[config.mk]
export PLATFORM = sky130hd
export DESIGN_NAME = axis_frame_scheduler
export DESIGN_NICKNAME = d
export VERILOG_FILES = /design/src/rtl/axis_sched_pkg.sv /design/src/rtl/axis_frame_scheduler_rr_select.sv /design/src/rtl/axis_frame_scheduler.sv
export SDC_FILE = /design/constraint.sdc
export NUM_CORES = 1
export LEC_CHECK = 0
export CAP_MARGIN = 25
export CORE_AREA = 2 2 84 86
export DETAILED_ROUTE_END_ITERATION = 6
export DIE_AREA = 0 0 86 88
export HOLD_SLACK_MARGIN = 0.02
export PLACE_DENSITY = 0.73
export SYNTH_ARGS = -nofsm -noshare
export SYNTH_HDL_FRONTEND = slang
export SYNTH_SLANG_ARGS = --single-unit
[constraint.sdc]
create_clock -name aclk -period 4.9 [get_ports aclk]
set_clock_uncertainty 0.15 [all_clocks]
set_input_delay 0.49 -clock aclk [delete_from_list [all_inputs] [get_ports aclk]]
set_output_delay 0.49 -clock aclk [all_outputs]
set_load 0.02 [all_outputs]
[src/rtl/axis_sched_pkg.sv]
// Shared definitions for the AXI-Stream frame scheduler: FSM state encoding
// and the tid width helper.
package axis_sched_pkg;

    typedef enum logic [1:0] {
        IDLE   = 2'd0,
        ARB    = 2'd1,
        ACTIVE = 2'd2
    } sched_state_e;

    // A single port still needs one tid bit.
    function automatic int id_width(input int ports);
        return (ports <= 2) ? 1 : $clog2(ports);
    endfunction

endpackage

[src/rtl/axis_frame_scheduler_rr_select.sv]
// Cyclic priority search: first requester found after last_grant, wrapping
// around the port range. Purely combinational.
module rr_select #(
    parameter int PORTS    = 4,
    parameter int ID_WIDTH = 2
) (
    input  logic [PORTS-1:0]    req,
    input  logic [ID_WIDTH-1:0] last_grant,
    output logic [ID_WIDTH-1:0] grant,
    output logic                any_request
);

    logic [ID_WIDTH-1:0] idx;

    // Walk from the farthest candidate back to the nearest so the nearest hit wins.
    always_comb begin
        grant       = '0;
        any_request = 1'b0;
        idx         = '0;
        for (int i = PORTS; i >= 1; i--) begin
            idx = ID_WIDTH'((int'(last_grant) + i) % PORTS);
            if (req[idx]) begin
                grant       = idx;
                any_request = 1'b1;
            end
        end
    end

endmodule

[src/rtl/axis_frame_scheduler.sv]
// Round-robin AXI-Stream scheduler: grants one input port for a block of
// `rate` frames and forwards its beats through a single output register.
module axis_frame_scheduler
    import axis_sched_pkg::*;
#(
    parameter int  DATA_WIDTH = 16,
    parameter int  PORTS      = 4,
    parameter int  RATE_WIDTH = 8,
    localparam int ID_WIDTH   = id_width(PORTS)
) (
    input  logic                        aclk,
    input  logic                        aresetn,
    input  logic [RATE_WIDTH-1:0]       rate,
    input  logic [PORTS*DATA_WIDTH-1:0] s_axis_tdata,
    input  logic [PORTS-1:0]            s_axis_tvalid,
    input  logic [PORTS-1:0]            s_axis_tlast,
    output logic [PORTS-1:0]            s_axis_tready,
    output logic [DATA_WIDTH-1:0]       m_axis_tdata,
    output logic                        m_axis_tvalid,
    output logic                        m_axis_tlast,
    output logic [ID_WIDTH-1:0]         m_axis_tid,
    output logic                        m_axis_tuser,
    input  logic                        m_axis_tready,
    output logic                        busy
);

    sched_state_e          state_q, state_d;
    logic [ID_WIDTH-1:0]   grant_q, grant_d;
    logic [ID_WIDTH-1:0]   last_grant_q, last_grant_d;
    logic [RATE_WIDTH-1:0] rate_q, rate_d;
    logic [RATE_WIDTH-1:0] cnt_q, cnt_d;
    logic                  first_q, first_d;

    logic [DATA_WIDTH-1:0] tdata_q, tdata_d;
    logic                  tvalid_q, tvalid_d;
    logic                  tlast_q, tlast_d;
    logic [ID_WIDTH-1:0]   tid_q, tid_d;
    logic                  tuser_q, tuser_d;

    logic [ID_WIDTH-1:0]   rr_grant;
    logic                  rr_any;
    logic [DATA_WIDTH-1:0] in_data;
    logic                  in_valid, in_last;
    logic                  out_ready, beat_acc;

    rr_select #(
        .PORTS    (PORTS),
        .ID_WIDTH (ID_WIDTH)
    ) u_rr_select (
        .req         (s_axis_tvalid),
        .last_grant  (last_grant_q),
        .grant       (rr_grant),
        .any_request (rr_any)
    );

    always_comb begin
        in_data       = '0;
        in_valid      = 1'b0;
        in_last       = 1'b0;
        s_axis_tready = '0;
        out_ready     = !tvalid_q || m_axis_tready;
        for (int p = 0; p < PORTS; p++) begin
            if (grant_q == ID_WIDTH'(p)) begin
                in_data  = s_axis_tdata[p*DATA_WIDTH +: DATA_WIDTH];
                in_valid = s_axis_tvalid[p];
                in_last  = s_axis_tlast[p];
                s_axis_tready[p] = (state_q == ACTIVE) && out_ready;
            end
        end
        beat_acc = (state_q == ACTIVE) && out_ready && in_valid;
    end

    always_comb begin
        state_d      = state_q;
        grant_d      = grant_q;
        last_grant_d = last_grant_q;
        rate_d       = rate_q;
        cnt_d        = cnt_q;
        first_d      = first_q;
        tdata_d      = tdata_q;
        tvalid_d     = tvalid_q;
        tlast_d      = tlast_q;
        tid_d        = tid_q;
        tuser_d      = tuser_q;

        // Output register drains on its own, regardless of FSM state.
        if (m_axis_tready) tvalid_d = 1'b0;
        if (beat_acc) begin
            tdata_d  = in_data;
            tlast_d  = in_last;
            tid_d    = grant_q;
            tuser_d  = first_q;
            tvalid_d = 1'b1;
            first_d  = 1'b0;
        end

        case (state_q)
            IDLE: begin
                if (|s_axis_tvalid) state_d = ARB;
            end
            ARB: begin
                if (rr_any) begin
                    grant_d = rr_grant;
                    rate_d  = (rate == '0) ? RATE_WIDTH'(1) : rate;
                    cnt_d   = '0;
                    first_d = 1'b1;
                    state_d = ACTIVE;
                end else begin
                    state_d = IDLE;
                end
            end
            ACTIVE: begin
                if (beat_acc && in_last) begin
                    cnt_d = cnt_q + RATE_WIDTH'(1);
                    if (cnt_q == rate_q - RATE_WIDTH'(1)) begin
                        state_d      = IDLE;
                        last_grant_d = grant_q;
                    end
                end
            end
            default: state_d = IDLE;
        endcase
    end

    always_ff @(posedge aclk or negedge aresetn) begin
        if (!aresetn) begin
            state_q      <= IDLE;
            grant_q      <= '0;
            last_grant_q <= ID_WIDTH'(PORTS - 1);
            rate_q       <= RATE_WIDTH'(1);
            cnt_q        <= '0;
            first_q      <= 1'b0;
            tdata_q      <= '0;
            tvalid_q     <= 1'b0;
            tlast_q      <= 1'b0;
            tid_q        <= '0;
            tuser_q      <= 1'b0;
        end else begin
            state_q      <= state_d;
            grant_q      <= grant_d;
            last_grant_q <= last_grant_d;
            rate_q       <= rate_d;
            cnt_q        <= cnt_d;
            first_q      <= first_d;
            tdata_q      <= tdata_d;
            tvalid_q     <= tvalid_d;
            tlast_q      <= tlast_d;
            tid_q        <= tid_d;
            tuser_q      <= tuser_d;
        end
    end

    assign m_axis_tdata  = tdata_q;
    assign m_axis_tvalid = tvalid_q;
    assign m_axis_tlast  = tlast_q;
    assign m_axis_tid    = tid_q;
    assign m_axis_tuser  = tuser_q;
    assign busy          = (state_q == ACTIVE);

endmodule

==> flow_metrics.env <==
export IMPL_status="finished, final reports clean"
export IMPL_wl_per_cell_um=16.1
export IMPL_switching_share=0.358
export IMPL_hp_class="reg2reg"
export IMPL_pwr_share_comb=0.517
export IMPL_cts_tree="yes"
export IMPL_grt_first_pass_wirelength_mm=10.2
export IMPL_synthCells=230
export IMPL_reg2reg_depth=5
export IMPL_drtIter0Drc=48
export IMPL_setup_violations=0
export IMPL_r2r_setup_slack_ns=2.57
export IMPL_clk_latency_ns=0.30
export IMPL_synth_area_top_cells="dfrtp_1 (40%), mux4_2 (15%), mux2_2 (9.7%)"
export IMPL_drive_gt1_frac=0.168
export IMPL_antenna_left=0
export IMPL_hold_depth=1
export IMPL_end_kind="output pin"
export IMPL_async_flop_share=1.00
export IMPL_hold_violations=0
export IMPL_fin_nets=418
export IMPL_via_per_inst=5.25
export IMPL_path_cells="clkdlybuf4s50_1, nand2b_1, and2_1, nand2_1, nor2_1, clkdlybuf4s50_1"
export IMPL_ios=109
export IMPL_leakagePower_nw=1.60
export IMPL_required_ns=4.26
export IMPL_critPathMaxFanout=4
export IMPL_post_dp_hpwl_mm=5.07
export IMPL_fp_dieH_um=88
export IMPL_syn_to_final_growth_pct=52.1
export IMPL_ys_seq_area_frac=0.432
export IMPL_fin_crit_sh=0.566
export IMPL_max_freq_ghz=0.360
export IMPL_max_slew_margin_rel=0.401
export IMPL_initial_core_util=0.385
export IMPL_synth_warnings=0
export IMPL_syn_area_mm2=0.00256
export IMPL_ir_drop_v=0.000385
export IMPL_drt_drc_violations_left=0
export IMPL_synth_most_common_cell="dfrtp_1"
export IMPL_cp_startpoint="m_axis_tready"
export IMPL_core_mm2=0.00664
export IMPL_slowest_stage="clkdlybuf4s50_1"
export IMPL_clkSinkCount=44
export IMPL_grt_max_degree=45
export IMPL_antenna_cells=0
export IMPL_r2r_start="grant_q[1]"
export IMPL_dieArea_mm2=0.00757
export IMPL_num_rows=30
export IMPL_holdWs_ns=0.310
export IMPL_critical_path_depth=6
export IMPL_gr_total_overflow=0
export IMPL_setup_worst_path_start_class="input pin"
export IMPL_crit_type="in2out"
export IMPL_vias=2173
export IMPL_regToRegEndpoint="last_grant_q[0]"
export IMPL_cp_arrival_ns=2.14
export IMPL_slowest_delay_ns=0.64
export IMPL_ys_ff_latch=44
export IMPL_cellPowerDensity_mw_per_mm2=546
export IMPL_drv_slew=0
export IMPL_min_period_ns=2.78
export IMPL_yosys_area_top_type="dfrtp_1"
export IMPL_gp_congestion=0.819
export IMPL_synth_common_cells="dfrtp_1 (41), nand2_1 (36), mux2_2 (22)"
export IMPL_grt_pass1_vias=2087
export IMPL_placed_cells=403
export IMPL_fin_tns_setup_ns=0
export IMPL_antenna_found_initial=0
export IMPL_crit_path_end="s_axis_tready[1]"
export IMPL_synth_distinct_cells=36
export IMPL_path_clk_slew_ns=0.08
export IMPL_maxCapViolations=0
export IMPL_cpMostUsedCell="clkdlybuf4s50_1"
export IMPL_routed_wl_mm=6.66
export IMPL_synth_fp_nets=315
export IMPL_htreeDepth=2
export IMPL_clk_path_buf_depth=2
export IMPL_io_buffers=108
export IMPL_cpLargestDelayFamily="buffers and inverters"
export IMPL_avgSynthCellArea_um2=11.1
export IMPL_rsz0062_at_grt="no"
export IMPL_p_clk_frac=0.180
export IMPL_internal_power_w=0.00136
export IMPL_die_w_um=86
export IMPL_drtPass1Iterations=4
export IMPL_synth_top_area_share=0.401
export IMPL_worst_pin_slew_ns=0.896
export IMPL_synth_edf_count=0
export IMPL_cp_buffers_inverters=2
export IMPL_cts_made_buffers=5
export IMPL_grt_use_total=0.176
export IMPL_ctsRootBufferMaster="clkbuf_8"
export IMPL_ys_flop_type="dfrtp_1"
export IMPL_cts_setup_buffers=0
export IMPL_pwr_share_seq=0.302
export IMPL_p_switching_w=0.000761
export IMPL_fin_cells=414
==> per-stage QoR <==
step / cell area, um^2 / utilization / worst slack (ns) / total power, W
final: 3890 / 0.586 / 2.12 / 0.00213
after global placement: 3680 / 0.553 / 2.05 / 0.00171
after global routing: 3890 / 0.586 / 2.05 / 0.00226
after floorplan: 2560 / - / 2.64 / 0.00133
after CTS: 3830 / 0.577 / 1.99 / 0.00213
after detailed placement: 3680 / 0.553 / 1.99 / 0.00174
==> worst min path at each step <==
stage,from,slack (ns),end
global route,state_q[1],0.35,state_q[0]
floorplan,aresetn,0.04,cnt_q[0]
finish,state_q[1],0.31,state_q[0]
detailed placement,state_q[1],0.30,state_q[0]
CTS,aresetn,0.23,rate_q[3]
global placement,state_q[1],0.29,state_q[0]
==> per-layer routing <==
layer,GRT usage,share of wire,up-vias
met5,0,0,-
met4,0.0736,0.023,0
met3,0.0339,0.041,11
met2,0.293,0.51,59
met1,0.224,0.42,1069
li1,-,-,1034
==> cells by family after synthesis <==
group	share of synthesized area
and+or+nand+nor	0.159
muxes	0.265
AOI/OAI and AO/OA	0.0562
xor gates and xnor gates	0.0479
adders and majority gates	0.00978
buffers and inverters	0.0303
DFF	0.432
==> area by class of cell <==
| class | count | area, um^2 |
|---|---|---|
| Fill cell | 552 | 2750 |
| Multi-Input combinational cell | 167 | 1380 |
| Timing Repair Buffer | 112 | 1140 |
| Sequential cell | 44 | 1100 |
| Tap cell | 80 | 100 |
| Clock inverter | 3 | 90.1 |
| Clock buffer | 5 | 68.8 |
| Inverter | 3 | 11.3 |
==> power groups by stage <==
stage | clock (W) | sequential [W] | combinational, W
3_5_place_dp | 0 | 0.000671 | 0.00107
6_report | 0.000383 | 0.000642 | 0.00110
5_1_grt | 0.000406 | 0.000669 | 0.00119
3_3_place_gp | 0 | 0.000662 | 0.00105
4_1_cts | 0.000391 | 0.000662 | 0.00107
2_1_floorplan | 0 | 0.000718 | 0.000613
==> sequential cells by signal, indices dropped and copies added (netlist names) <==
signal and cells:
m_axis_tdata 16, cnt_q 8, rate_q 8, grant_q 2, last_grant_q 2, m_axis_tid 2, state_q 2, first_q 1
m_axis_tlast 1, m_axis_tuser 1, m_axis_tvalid 1
==> worst reg2reg max path, cell delays in order, from the launching register on <==
cell and delay, ns:
dfrtp_1 0.59, mux4_2 0.60, nor4_1 0.26, and3_1 0.20
o2111ai_2 0.15, mux2_2 0.31
==> cells in the final DEF (no fill, tap or decap), drive strengths merged, types with 4 or more instances in the layout <==
master | synthesis | final
o21ai | 9 | 9
dfrtp | 41 | 41
clkbuf | 8 | 5
and3 | 4 | 4
clkdlybuf4s50 | 0 | 107
nand2 | 36 | 36
mux2 | 22 | 22
mux4 | 18 | 18
xnor2 | 7 | 7
nor3 | 5 | 5
nor2 | 19 | 19
buf | 8 | 4
nor2b | 4 | 4
xor2 | 7 | 7
nor4 | 6 | 6
==> timing repair <==
item                                   CTS  global route
resized for setup                        0             0
endpoints found under the hold margin    0             5
hold buffers                             0             1
Note: power is estimated with default switching activity, not from simulation.
==> patch: new RTL, config.mk and constraints unchanged <==
Set the parameter `RATE_WIDTH` to 9 (it was 8).
--- a/src/rtl/axis_frame_scheduler.sv
+++ b/src/rtl/axis_frame_scheduler.sv
@@ -6,5 +6,5 @@
     parameter int  DATA_WIDTH = 16,
     parameter int  PORTS      = 4,
-    parameter int  RATE_WIDTH = 8,
+    parameter int  RATE_WIDTH = 9,
     localparam int ID_WIDTH   = id_width(PORTS)
 ) (
Ports: changed (resized rate); port bits go from 109 to 110. No check against the original RTL was run, so the function may have changed too.
==> patch against the original RTL <==
- count of clock-buffer cells in the layout stayed put
- synthesized area is 4.1% higher
- power fell by 7.8%
- sequential cell count rose by 2
- maximum frequency shrank 1.6%
- final area increased by 0.80%
- largest power group unchanged
- largest cell class unchanged
- setup slack lost 45 ps
- routed wire length is 0.48% lower
==> patch: results (changes against the original RTL) <==
- Number of multi-input combinational cells in the layout: 156 (-6.6%)
- Synthesized net count: 303 (-3.8%)
* Post-synthesis adder-cell area fraction: 0.00939 (-0.000386)
- The starting DRC count in detailed routing was 90 (+88%).
- The pin count of the biggest net entering global routing was 47 (+4.4%).
- The share of the synthesized area in compound gates (AO/OA/AOI/OAI) was 0.0629 (+0.00671).
- The number of vias in the routed layout was 2167 (-0.28%).
* Dominant cells by area after synthesis: sky130_fd_sc_hd__dfrtp_1, sky130_fd_sc_hd__mux4_2, sky130_fd_sc_hd__mux2_1
- Number of placed cells counting well taps: 395 (-2.0%)
- Number of sequential storage elements: 46 (+4.5%)
- Detailed placement HPWL: 5160 um (+1.7%)
- CP endpoint: s_axis_tready[3]
- The arrival time at the worst endpoint is 2180 ps (+40 ps).
- The mean area per synthesized cell came to 12.3 um^2 (+10%).
* Post-route met1 wirelength: 2880 um (+2.0%)
- Leakage dissipation: 1.59 nW (-0.53%)
- Worst reg2reg setup slack: 2150 ps (-420 ps)
* GRT met1 Usage: 0.234 (+0.00956)
* Number of nets in the layout: 410 (-1.9%)
* Met3 global-route usage: 0.0415 (+0.00754)
* Sequential share of cell area: 0.294 (+0.0105)
- The global routing usage on met2 is 0.314 (+0.0211).
* Share of synthesized area spent on multiplexers: 0.273 (+0.00882)
* Gp weighted congestion: 0.742 (-9.4%)
- Pre-CTS setup slack: 2000 ps (+8.34 ps)
- Outcome: complete, no violations
- Final cell count without fillers: 405 (-2.2%)
- Net Sw Power: 0.763 mW (+0.33%)
- The detailed-route wire length per cell was 16.4 um (+1.7%).
* CP delay by family, top: flip-flops
* Area of the multi-input gates: 1440 um^2 (+4.9%)
* Wire length of the first global-routing pass: 10900 um (+6.7%)
* Routed wire length on met2: 3220 um (-5.4%)
* Fraction of standard cell area in multi-input logic: 0.368 (+0.0144)
- The clock buffer and inverter area fraction after layout was 0.0230 (-0.0179).
- The area share of xor/xnor cells in the synthesized design is 0.0625 (+0.0145).
* Share of layout cells above drive strength 1: 0.126 (-0.0415)
patch: cell count changes in the layout (fill, tap and decap cells not counted), sizes merged, moves of 2 or more:
| cell | before | now |
|---|---|---|
| nand2 | 36 | 16 |
| mux2 | 22 | 28 |
| nor2 | 19 | 13 |
| nand4 | 3 | 7 |
| xor2 | 7 | 11 |
| a21oi | 1 | 4 |
| bufinv | 3 | 0 |
| a31oi | 2 | 0 |
| clkinv | 0 | 2 |
| dfrtp | 41 | 43 |
| nor2b | 4 | 2 |
| nor3 | 5 | 3 |
| nor3b | 1 | 3 |
| or2b | 2 | 0 |
patch: power by group through the flow:
stage	Combinational (mW)	Clock (mW)	Sequential, mW
final	1.04	0.231	0.691
after global routing	1.12	0.254	0.714
after CTS	1.05	0.240	0.692
after detailed placement	1.05	0	0.701
after global placement	1.03	0	0.695
after floorplan	0.579	0	0.758
